$ cat config.mk
export PLATFORM = sky130hd
export DESIGN_NAME = rtc_bus_arbiter
export DESIGN_NICKNAME = d
export VERILOG_FILES = /design/src/rtl/rtc_bus_arbiter.sv
export SDC_FILE = /design/constraint.sdc
export NUM_CORES = 1
export LEC_CHECK = 0
export BUFFER_PORTS_ARGS = -buffer_cell sky130_fd_sc_hd__buf_2
export CORE_MARGIN = 2
export CORE_UTILIZATION = 60
export CTS_CLUSTER_DIAMETER = 200
export CTS_CLUSTER_SIZE = 10
export DETAILED_ROUTE_END_ITERATION = 7
export GPL_TIMING_DRIVEN = 1
export PLACE_DENSITY = 0.85
export SLEW_MARGIN = 40
export SYNTH_ARGS = -nofsm -noshare
export SYNTH_HDL_FRONTEND = slang
export SYNTH_SLANG_ARGS = --single-unit
$ cat constraint.sdc
create_clock -name clock -period 4.95 [get_ports clock]
set_input_delay 0.495 -clock clock [delete_from_list [all_inputs] [get_ports clock]]
set_output_delay 0.495 -clock clock [all_outputs]
set_load 0.1 [all_outputs]
$ cat src/rtl/rtc_bus_arbiter.sv
// rtl/rtc_bus_arbiter.sv - round-robin three-port arbiter for the multiplexed RTC address/data bus
module rtc_bus_arbiter #(
    parameter int HOLD = 5,
    parameter int GAP  = 8
) (
    input  logic        clock,
    input  logic        reset,
    input  logic [2:0]  req,
    input  logic [2:0]  rnw,
    input  logic [23:0] addr,
    input  logic [23:0] wdata,
    input  logic [7:0]  ADin,
    output logic        ad,
    output logic        cs,
    output logic        wr,
    output logic        rd,
    output logic [7:0]  ADout,
    output logic        ad_oe,
    output logic [7:0]  rdata,
    output logic [2:0]  done,
    output logic        busy,
    output logic [2:0]  pend
);
    localparam int DS = 7 + HOLD + GAP;
    localparam int DN = DS + 4 + HOLD;
    localparam int SW = $clog2(DN + 2);

    typedef enum logic [2:0] {IDLE, ADDR, GAPW, DATA, DONE} state_t;

    state_t        state;
    state_t        nxt_state;
    logic [SW-1:0] step;
    logic [1:0]    ptr;
    logic [1:0]    cur;
    logic [1:0]    p1;
    logic [1:0]    p2;
    logic [1:0]    gidx;
    logic          gvalid;
    logic          take;
    logic          cur_rnw;
    logic [7:0]    cur_addr;
    logic [7:0]    cur_wdata;
    logic [2:0]    slot_rnw;
    logic [7:0]    slot_addr [3];
    logic [7:0]    slot_wdata [3];
    int            j;
    logic          ad_on;
    logic          cs_on;
    logic          wr_on;
    logic          rd_on;
    logic          a_drv;
    logic          w_drv;
    logic          rd_sample;
    logic          at_done;

    // First pending port at or after the pointer wins.
    always_comb begin
        p1     = (ptr == 2'd2) ? 2'd0 : ptr + 2'd1;
        p2     = (p1 == 2'd2) ? 2'd0 : p1 + 2'd1;
        gvalid = 1'b0;
        gidx   = 2'd0;
        if (pend[ptr]) begin
            gvalid = 1'b1;
            gidx   = ptr;
        end else if (pend[p1]) begin
            gvalid = 1'b1;
            gidx   = p1;
        end else if (pend[p2]) begin
            gvalid = 1'b1;
            gidx   = p2;
        end
        take = gvalid && (state == IDLE || state == DONE);
    end

    // Output windows are decoded from the step the counter is about to reach.
    always_comb begin
        j         = int'(step) + 1;
        ad_on     = (j >= 1) && (j < 6 + HOLD);
        cs_on     = ((j >= 2) && (j < 5 + HOLD)) || ((j >= DS) && (j < DS + 3 + HOLD));
        wr_on     = ((j >= 3) && (j < 4 + HOLD)) ||
                    (!cur_rnw && (j >= DS + 1) && (j < DS + 2 + HOLD));
        rd_on     = cur_rnw && (j >= DS + 1) && (j < DS + 2 + HOLD);
        a_drv     = (j >= 4) && (j < 7 + HOLD);
        w_drv     = !cur_rnw && (j >= DS + 2) && (j < DN);
        rd_sample = cur_rnw && (j == DS + 2 + HOLD);
        at_done   = (j == DN);
        if (j < 7 + HOLD)  nxt_state = ADDR;
        else if (j < DS)   nxt_state = GAPW;
        else if (j < DN)   nxt_state = DATA;
        else               nxt_state = DONE;
    end

    always_ff @(posedge clock) begin
        if (reset) begin
            state     <= IDLE;
            step      <= '0;
            ptr       <= 2'd0;
            cur       <= 2'd0;
            cur_rnw   <= 1'b0;
            cur_addr  <= 8'h00;
            cur_wdata <= 8'h00;
            slot_rnw  <= 3'b000;
            for (int i = 0; i < 3; i++) begin
                slot_addr[i]  <= 8'h00;
                slot_wdata[i] <= 8'h00;
            end
            ad        <= 1'b1;
            cs        <= 1'b1;
            wr        <= 1'b1;
            rd        <= 1'b1;
            ADout     <= 8'hFF;
            ad_oe     <= 1'b0;
            rdata     <= 8'h00;
            done      <= 3'b000;
            busy      <= 1'b0;
            pend      <= 3'b000;
        end else begin
            done <= 3'b000;
            // A request landing on its own grant edge re-arms the slot.
            for (int i = 0; i < 3; i++) begin
                if (req[i] && (!pend[i] || (take && gidx == 2'(i)))) begin
                    pend[i]       <= 1'b1;
                    slot_rnw[i]   <= rnw[i];
                    slot_addr[i]  <= addr[8*i +: 8];
                    slot_wdata[i] <= wdata[8*i +: 8];
                end else if (take && gidx == 2'(i)) begin
                    pend[i] <= 1'b0;
                end
            end
            if (state == IDLE || state == DONE) begin
                busy  <= 1'b0;
                ad    <= 1'b1;
                cs    <= 1'b1;
                wr    <= 1'b1;
                rd    <= 1'b1;
                ADout <= 8'hFF;
                ad_oe <= 1'b0;
                if (take) begin
                    state     <= ADDR;
                    step      <= '0;
                    cur       <= gidx;
                    cur_rnw   <= slot_rnw[gidx];
                    cur_addr  <= slot_addr[gidx];
                    cur_wdata <= slot_wdata[gidx];
                end else begin
                    state <= IDLE;
                end
            end else begin
                step  <= step + 1'b1;
                state <= nxt_state;
                busy  <= 1'b1;
                ad    <= ~ad_on;
                cs    <= ~cs_on;
                wr    <= ~wr_on;
                rd    <= ~rd_on;
                ADout <= a_drv ? cur_addr : (w_drv ? cur_wdata : 8'hFF);
                ad_oe <= a_drv || w_drv;
                if (rd_sample) rdata <= ADin;
                if (at_done) begin
                    done[cur] <= 1'b1;
                    ptr       <= (cur == 2'd2) ? 2'd0 : cur + 2'd1;
                end
            end
        end
    end
endmodule
; ---- Yosys cells after proc, flatten, opt, wreduce, memory -nomap -nowiden
; Memory sizes are Yosys's and may differ from the RTL's. A register that Yosys moved wholly into a read port is not among the register bits.
; Index checks and enable logic that the tools add are counted.
[classes]
add_sub_neg = 5
order_cmp = 21
n_eq_ne = 9
n_mux = 52
n_bitwise = 12
reduce_logical = 41
[ops]
columns = op, n
row1 = 8-bit 2-to-1 mux, 8
row2 = 1-bit 2-to-1 mux, 27
row3 = 6-bit by 4-bit less-than comparator with 1-bit output (second input constant), 4
row4 = 6-bit by 5-bit less-than comparator with 1-bit output (second input constant), 4
row5 = 1-bit logical AND, 20
row6 = 6-bit by 5-bit >= comparator with 1-bit output (second input constant), 3
row7 = 2-bit by 3-bit less-than comparator with 1-bit output (second input constant), 5
row8 = 6-bit by 5-bit equality test with 1-bit output (second input constant), 2
row9 = 6-bit by 2-bit >= comparator with 1-bit output (second input constant), 2
row10 = 2-bit 2-to-1 mux, 6
row11 = 3-bit 2-to-1 mux, 4
row12 = 5-bit 2-to-1 mux, 2
row13 = 1-bit binary-select mux with 2-bit select, 4
row14 = 2-bit equality test (second input constant), 4
row15 = 1-bit logical OR, 7
row16 = 2-bit by 1-bit adder with 2-bit output (second input constant), 3
row17 = 5-bit by 1-bit adder with 6-bit output (second input constant), 1
row18 = 6-bit by 1-bit >= comparator with 1-bit output (second input constant), 1
row19 = 6-bit by 3-bit >= comparator with 1-bit output (second input constant), 1
row20 = 1-bit NOT, 6
row21 = 1-bit OR, 6
row22 = 2-bit AND reduction, 3
row23 = 2-bit nonzero test, 3
row24 = 5-bit by 1-bit adder with 5-bit output (second input constant), 1
row25 = 10 further kinds, 13
[word_totals]
regBits = 44
ramBits = 48
wordCells = 162
n_memories = 2
[memory_table]
columns = memory, depth, word_bits, read_ports, rd_ports_with_merged_regs, wr, line
row1 = slot_addr, 3, 8, 1, 1, 3, 44  ; logic [7:0] slot_addr [3];
row2 = slot_wdata, 3, 8, 1, 1, 3, 45  ; logic [7:0] slot_wdata [3];

; ---- Logic depth before layout (Yosys ltp)
; Gate-level depths: netlist of run 1.
[logic_depth]
word_depth = 17
ltp_mapped = 8
depth_no_buf = 7

; ---- Worst setup path before layout of run 1
; No wires, ideal clock.
[synth_timing]
kind = flip-flop to flip-flop
from = register pend[1]
to = memory slot_addr[0][0] (data pin)
arrival_ps = 2334
setup_slack_ps = 2362
path_stages_with_launch = 9
path_buffers = 3
cell_sequence = dfxtp_1 > buf_2 > nor2b_1 > o21ai_0 > o211ai_2 > a31oi_2 > buf_6 > buf_6 > and2_1
[synth_lines]
columns = element, line
row1 = start: declaration, 22  ; output logic [2:0] pend
row2 = start signal: assignment, 116  ; pend <= 3'b000;
row3 = start signal: indexed assignment, 122  ; pend[i] <= 1'b1;
row4 = start signal: indexed assignment, 127  ; pend[i] <= 1'b0;
row5 = end: declaration, 44

; ---- Final worst setup path of run 1
[layout_timing]
from = register step[0]
to = register ptr[0]
[layout_via]
elab_chain_cells = 3
[layout_rtl]
columns = element, line
row1 = start: declaration, 32  ; logic [SW-1:0] step;
row2 = start signal: assignment, 149  ; step <= step + 1'b1;
row3 = 5-bit by 1-bit adder with 6-bit output, 77  ; j = int'(step) + 1;
row4 = 6-bit by 5-bit equality test with 1-bit output, 86  ; at_done = (j == DN);
row5 = 2-bit AND reduction (no source line), n/a
row6 = end signal: assignment, 161  ; ptr <= (cur == 2'd2) ? 2'd0 : cur + 2'd1;
row7 = end: declaration, 33  ; logic [1:0] ptr;
; No other way between the ends.
; A chain may end at the register's enable or synchronous reset.

==> results.md, run 1 <==
* Filler cells at 638
* CTS tree: done
* Layout cells sized above 1 at 26.0%
* Type of element capturing the critical path: register
* Detailed-placement wirelength estimate at 7440 um
* Post-synthesis instance area at 4910 sq um
* Final Max Slew Viols at 0
* Hold Path End: rdata[0]
* Finished Core Util at 68.6%
* Series of cell instances along the critical path: ha_1 -> and3_1 -> mux2i_2 -> o211ai_1 -> or3_1 -> a21oi_1
* Number of setup violations in the final report at 0
* Post-synthesis cell count at 457
* Count of hold-fix buffers inserted at cts at 0
* Met3 Usage GRT at 3.51%
* Cell count after placement at 623
* Aggregate negative setup slack at 0 ps
* Beginning of the worst hold path: ADin[0]
* Pin slew with the least headroom to its limit at 761 ps
* Horizontal extent of the die at 94.5 um
* RePlAce Congestion at 0.863
* Ant diodes at 0
* Pre-Repair DR Iteration Count at 4
* Req. time, crit path at 5250 ps
* Wire length after detailed routing at 10,800 um
* Post-CTS clock slew at the launch and capture registers of the worst setup and hold paths at 110 ps
* Critical path class: reg -> reg
* Number of antenna violations at the first check in global routing at 0
* Setup WS post-layout at 2240 ps
* Skew-Pair Late Insertion Delay at 370 ps
* Total power at 1.77 mW
* Leading cell types in the layout, fill and taps excluded: 91 x buf_2, 59 x dfxtp_1, 51 x and2_1
* Post-synthesis to final-layout area growth at 13.0%
* H-tree levels at 3
* Fin. Hold Viols at 0
* Register-to-Register Path Depth at 6
* TritonCTS Sinks at 107
* Type of the most critical hold path: in -> reg
* Critical path's largest stage delay at 670 ps
* Number of top-level pins at 92
* Number of global-route vias before repair at 3,664
* Maximum ir drop on the vdd rail at 0.198 mV
* Worst slack at placement at 2320 ps
* Die Y at 94.5 um
* Number of setup buffers added after CTS at 0
* Yosys synthesis warning count at 0
* Core Rows at 33
* Global Route Usage Sum at 25.4%
* Period utilization at 54.7%
* DR iter-0 viols at 195
* Static power due to leakage at 2.24 nW
* Outcome: finished, final reports clean
* Seq/Total Area, Yosys at 53.4%
* Area of the core region at 8090 sq um
* GR Layer Usage met2 at 42.9%
* Fraction of met1 tracks used by global routing at 32.4%
* Most common cell after layout, fill and taps aside: buf_2
* Primary flip-flop cell chosen by synthesis mapping: dfxtp_1
* Post-route DRC at 0
* Clock period minus worst slack at 2710 ps
* Fmax at 0.369 GHz
* Total number of cells along the worst setup path at 6
* Die Outline Area at 8930 sq um
* Endpoint of the most critical register-to-register path: ptr[0]
* Setup repair after global routing missed its margin: no
* Maximum fanout encountered on the critical timing path at 21
* Global route hottest layer: met2
* Gates resized, CTS repair at 0
* Worst-case register-to-register setup slack at 2240 ps
* Antenna-violating nets left at 0
* Min-Delay Path Depth at 3
* Top delay family on crit path: simple AND/OR/NAND/NOR gates
* Startpoint kind of the worst setup timing path: register
* Leftover overflow at the end of global routing at 0
* Worst path buffer plus inverter count at 0
* Worst max-slew margin expressed relative to the limit at 49.2%
* Number of buffers created by CTS at 9
* Async set-or-reset flop fraction in the synthesized netlist at 0%
* Worst Skew at 16.3 ps
* Post-Layout Cell Count at 639
* Via-to-Cell Ratio at 5.85
* Input/output buffers at 91
* Pin count of the biggest net entering global routing at 49
* Nets@finish at 597
* Max stage delay cell, worst path: ha_1
* Yosys cell types at 70
* Maximum root-to-sink buffer count at 2
* Wire length of the first global-routing pass at 17,600 um
* R2R Path Start: step[0]
* Average footprint of a synthesized cell at 10.8 sq um
* Number of flops mapped to enable cells by yosys at 48
* Detail-routed net length per standard cell at 16.8 um
* Power per standard cell area at 319 nW/um^2
* Number of maximum-capacitance constraint violations at 0
* Vias at 3,739
* Net count of the mapped netlist at 525
* Count of state elements after synthesis at 107
* WP data arrival at 3010 ps
* Root buffer selected by CTS: clkbuf_8
* Starting density of the core at 60.7%
==> cells by family (layout without fill, tap and decap cells) <==
logic type	Yosys count	count (layout)	synth area share, %
muxes	32	32	7.05
and+or+nand+nor	155	155	17.2
buffers and inverters	40	117	4.02
xor gates and xnor gates	1	1	0.178
adders and majority gates	4	4	1.02
DFF	107	107	53.4
AOI/OAI and AO/OA	118	118	17.2
==> power breakdown <==
group	switching, mW	total, mW	internal [mW]
registers	0.0300	1.02	0.991
logic	0.142	0.225	0.0834
clock network	0.328	0.526	0.198
==> sequential cells by signal (all words and copies together) (netlist names), 2 cells and up <==
name	count
cur	2
state	2
pend	3
ADout	8
done	3
cur_wdata	8
slot_addr	24
slot_rnw	3
step	5
rdata	8
ptr	2
slot_wdata	24
cur_addr	8
==> layer usage <==
metal,wire (um),part of all wire [%]
met1,4470,42
met2,5380,50
met3,548,5.1
met4,360,3.3
met5,0,0
==> worst register-to-register path: stages (launching register included) <==
cell      delay, ps
dfxtp_1         590
ha_1            670
and3_1          330
mux2i_2         320
o211ai_1        260
or3_1           360
a21oi_1         120
==> cells in the mapped netlist, types with 3 or more instances <==
master     count  area share (%)
nand3_1        5            0.51
a31oi_1        3            0.38
nand2_1       20             1.5
edfxtp_1      48              29
a21oi_1       12             1.2
buf_1          4            0.31
inv_1          9            0.69
dfxtp_1       59              24
mux2i_1       13             2.6
o22ai_1        3            0.38
mux2_2         9             2.1
and2_1        51             6.5
o2bb2ai_1     17             3.0
nor2_1        46             3.5
o211ai_1       4            0.61
clkbuf_1       8            0.61
ha_1           4             1.0
nor2b_1        5            0.64
buf_2         12             1.2
nor3_1         4            0.41
o21ai_0       37             3.8
buf_6          3            0.69
mux2_1         9             2.1
a22oi_1        3            0.46
o22a_1         8             1.4
==> final cells by class <==
class / count / area (sq um) / area share, %
clock buffer: 9 / 124 / 2.23
clock inverter: 7 / 66.3 / 1.19
sequential: 107 / 2620 / 47.2
tap: 105 / 131 / 2.37
multi-input combinational: 310 / 2110 / 38.0
timing repair buffer: 92 / 463 / 8.34
inverter: 9 / 33.8 / 0.609
==> worst max-delay path by stage <==
stage / to / slack [ps] / start
global placement: ptr[0] / 2410 / step[0]
finish: ptr[0] / 2240 / step[0]
CTS: ptr[0] / 2280 / step[0]
floorplan: slot_addr[0][0] / 2360 / pend[1]
global route: ptr[0] / 2080 / step[0]
detailed placement: ptr[0] / 2320 / step[0]
==> through the flow <==
step,hold slack (ps),area (sq um)
4_1_cts,351,5540
6_report,352,5550
5_1_grt,347,5550
3_5_place_dp,448,5350
3_3_place_gp,446,5340
2_1_floorplan,398,4910
Power figures use the tool's default switching activity.
==> run 2: changes to the inputs <==
--- a/config.mk
+++ b/config.mk
@@ -7,12 +7,12 @@
 export LEC_CHECK = 0
 export BUFFER_PORTS_ARGS = -buffer_cell sky130_fd_sc_hd__buf_2
 export CORE_MARGIN = 2
-export CORE_UTILIZATION = 60
+export CORE_UTILIZATION = 55
 export CTS_CLUSTER_DIAMETER = 200
 export CTS_CLUSTER_SIZE = 10
 export DETAILED_ROUTE_END_ITERATION = 7
 export GPL_TIMING_DRIVEN = 1
-export PLACE_DENSITY = 0.85
+export PLACE_DENSITY = 0.79
 export SLEW_MARGIN = 40
 export SYNTH_ARGS = -nofsm -noshare
 export SYNTH_HDL_FRONTEND = slang
==> constraint.sdc (replaced) <==
create_clock -name clock -period 2.6 [get_ports clock]
set_input_delay 0.26 -clock clock [delete_from_list [all_inputs] [get_ports clock]]
set_output_delay 0.26 -clock clock [all_outputs]
set_load 0.1 [all_outputs]
==> run 2 against run 1 <==
Power grew 90%. Clock skew is 1.2 ps lower. Sequential power is 90% higher. Combinational power grew 93%. Count of clock-buffer cells in the layout unchanged. Utilization decreased by 3.8 points. Via count up 0.48%. First-iteration DRC count decreased by 3.1%. Die area is 8.7% higher. Routed wire length grew 2.0%. Cell area is 1.4% higher. Sequential share of layout area is 0.63 points lower.
==> results.md, run 2 (same netlist as run 1, synthesis figures left out) <==
* Outcome: finished, final reports clean
* Fmax at 0.458 GHz
* Die Outline Area at 9710 sq um
* Area of the core region at 8680 sq um
* Detailed route wirelength on metal2 at 5690 um
* Detail-routed net length per standard cell at 16.8 um
* Design Area, Final at 5630 sq um
* Vias at 3,757
* Worst Skew at 15.2 ps
* Clock period minus worst slack at 2180 ps
* Startpoint kind of the worst setup timing path: register
* Starting density of the core at 56.6%
* Uppermost signal routing layer after detailed routing: met4
* Type of element capturing the critical path: register
* Top delay family on crit path: compound AO/OA/AOI/OAI gates
* Total power at 3.37 mW
* Final Max Slew Viols at 0
* Count of hold-fix buffers inserted at cts at 0
* Period utilization at 84.0%
* Antenna-violating nets left at 0
* Filler cells at 735
* Metal1 wirelength at 4480 um
* Setup WS post-layout at 416 ps
* Worst slack on hold paths at 108 ps
* Maximum ir drop on the vdd rail at 0.422 mV
* Worst max-slew margin expressed relative to the limit at 51.7%
* Critical path class: reg -> reg
* Number of antenna violations at the first check in global routing at 0
* Most common cell after layout, fill and taps aside: buf_2
* Ant diodes at 0
* Input/output buffers at 91
* CTS tree: done
* Nets@finish at 609
* Storage cell area at 2620 sq um
* Pin slew with the least headroom to its limit at 723 ps
* Leftover overflow at the end of global routing at 0
* Series of cell instances along the critical path: ha_1 -> buf_4 -> nand3_1 -> nor3_1 -> a31oi_1 -> a21o_1 -> o22a_1
* Critical path's largest stage delay at 380 ps
* Area post-placement at 5440 sq um
* Number of setup buffers added after CTS at 0
* Setup repair after global routing missed its margin: no
* Number of global-route vias before repair at 3,670
* Finished Core Util at 64.8%
* Maximum root-to-sink buffer count at 2
* Post-CTS clock slew at the launch and capture registers of the worst setup and hold paths at 110 ps
* Worst path buffer plus inverter count at 1
* Pre-Repair DR Iteration Count at 5
* Die Y at 98.5 um
* Area of combinational cells with multiple inputs at 2090 sq um
* RePlAce Congestion at 0.923
* Wire length after detailed routing at 11,000 um
* Cell count after placement at 638
* DR iter-0 viols at 189
* Pin count of the biggest net entering global routing at 49
* H-tree levels at 3
* Post-Layout Cell Count at 654
* Type of the most critical hold path: in -> reg
* Global Route Usage Sum at 23.4%
* Leading cell types in the layout, fill and taps excluded: 91 x buf_2, 59 x dfxtp_1, 51 x and2_1
* Number of buffers created by CTS at 9
* Req. time, crit path at 2870 ps
* Worst slack at placement at 449 ps
* Max stage delay cell, worst path: ha_1
* Power per standard cell area at 600 nW/um^2
* Number of top-level pins at 92
* Post-synthesis to final-layout area growth at 14.5%
* Wire length of the first global-routing pass at 18,000 um
* Detailed-placement wirelength estimate at 7980 um
* Total length of routed met3 wires at 622 um
* Root buffer selected by CTS: clkbuf_8
* Skew-Pair Late Insertion Delay at 370 ps
* Via-to-Cell Ratio at 5.74
* Fin. Hold Viols at 0
* Number of setup violations in the final report at 0
* TritonCTS Sinks at 107
* Horizontal extent of the die at 98.5 um
* Layout cells sized above 1 at 27.1%
* Largest registers: slot_addr x24, slot_wdata x24
* Number of maximum-capacitance constraint violations at 0
* Maximum fanout encountered on the critical timing path at 11
* Gates resized, CTS repair at 0
* Static power due to leakage at 2.29 nW
* Core Rows at 34
* Aggregate negative setup slack at 0 ps
* Post-route DRC at 0
* WP data arrival at 2450 ps
## run 2: cell types whose count changed in the layout (fill, tap and decap cells not counted)
cell | previous run | this run
nor4_2 | 1 | 0
buf_4 | 1 | 13
clkinv_4 | 2 | 1
o21ai_1 | 1 | 2
inv_4 | 1 | 0
clkinv_1 | 0 | 1
nor3_2 | 1 | 2
o21ai_2 | 3 | 2
nor4_1 | 1 | 2
inv_6 | 1 | 2
nor3_4 | 1 | 0
## run 2: area by class of cell
| cell class | instances | area share [%] |
|---|---|---|
| Sequential cell | 107 | 46.6 |
| Multi-Input combinational cell | 310 | 37.2 |
| Clock inverter | 7 | 1.13 |
| Inverter | 9 | 0.601 |
| Clock buffer | 9 | 2.20 |
| Tap cell | 108 | 2.40 |
| Timing Repair Buffer | 104 | 9.83 |
## run 2: layer usage
metal / GRT usage [%] / vias up
met5: 0 / -
li1: - / 1811
met1: 30.4 / 1792
met3: 3.97 / 19
met2: 40.3 / 135
met4: 7.17 / 0
## run 2: final timing paths
kind	slack, ps	cells past startpoint	start	end
setup / recovery	420	7	step[1]	ADout[3]
hold / removal	110	3	ADin[7]	rdata[7]
setup reg to reg	420	7	step[1]	ADout[3]
hold reg to reg	470	1	cur_addr[4]	cur_addr[4]
## run 2: report_power, final
group / leakage (nW) / internal (mW) / total [mW] / switching, mW
sequential: 0.997 / 1.89 / 1.94 / 0.0552
combinational: 1.20 / 0.167 / 0.434 / 0.267
clock: 0.0976 / 0.375 / 0.997 / 0.622
total: 2.29 / 2.43 / 3.37 / 0.944
## run 2: worst reg2reg max path, delay by kind of cell, from the launching register on
kind / cells / cell delay, ps
AOI/OAI and AO/OA: 3 / 650
adders and majority gates: 1 / 380
buffers and inverters: 1 / 250
DFF: 1 / 350
and+or+nand+nor: 2 / 450
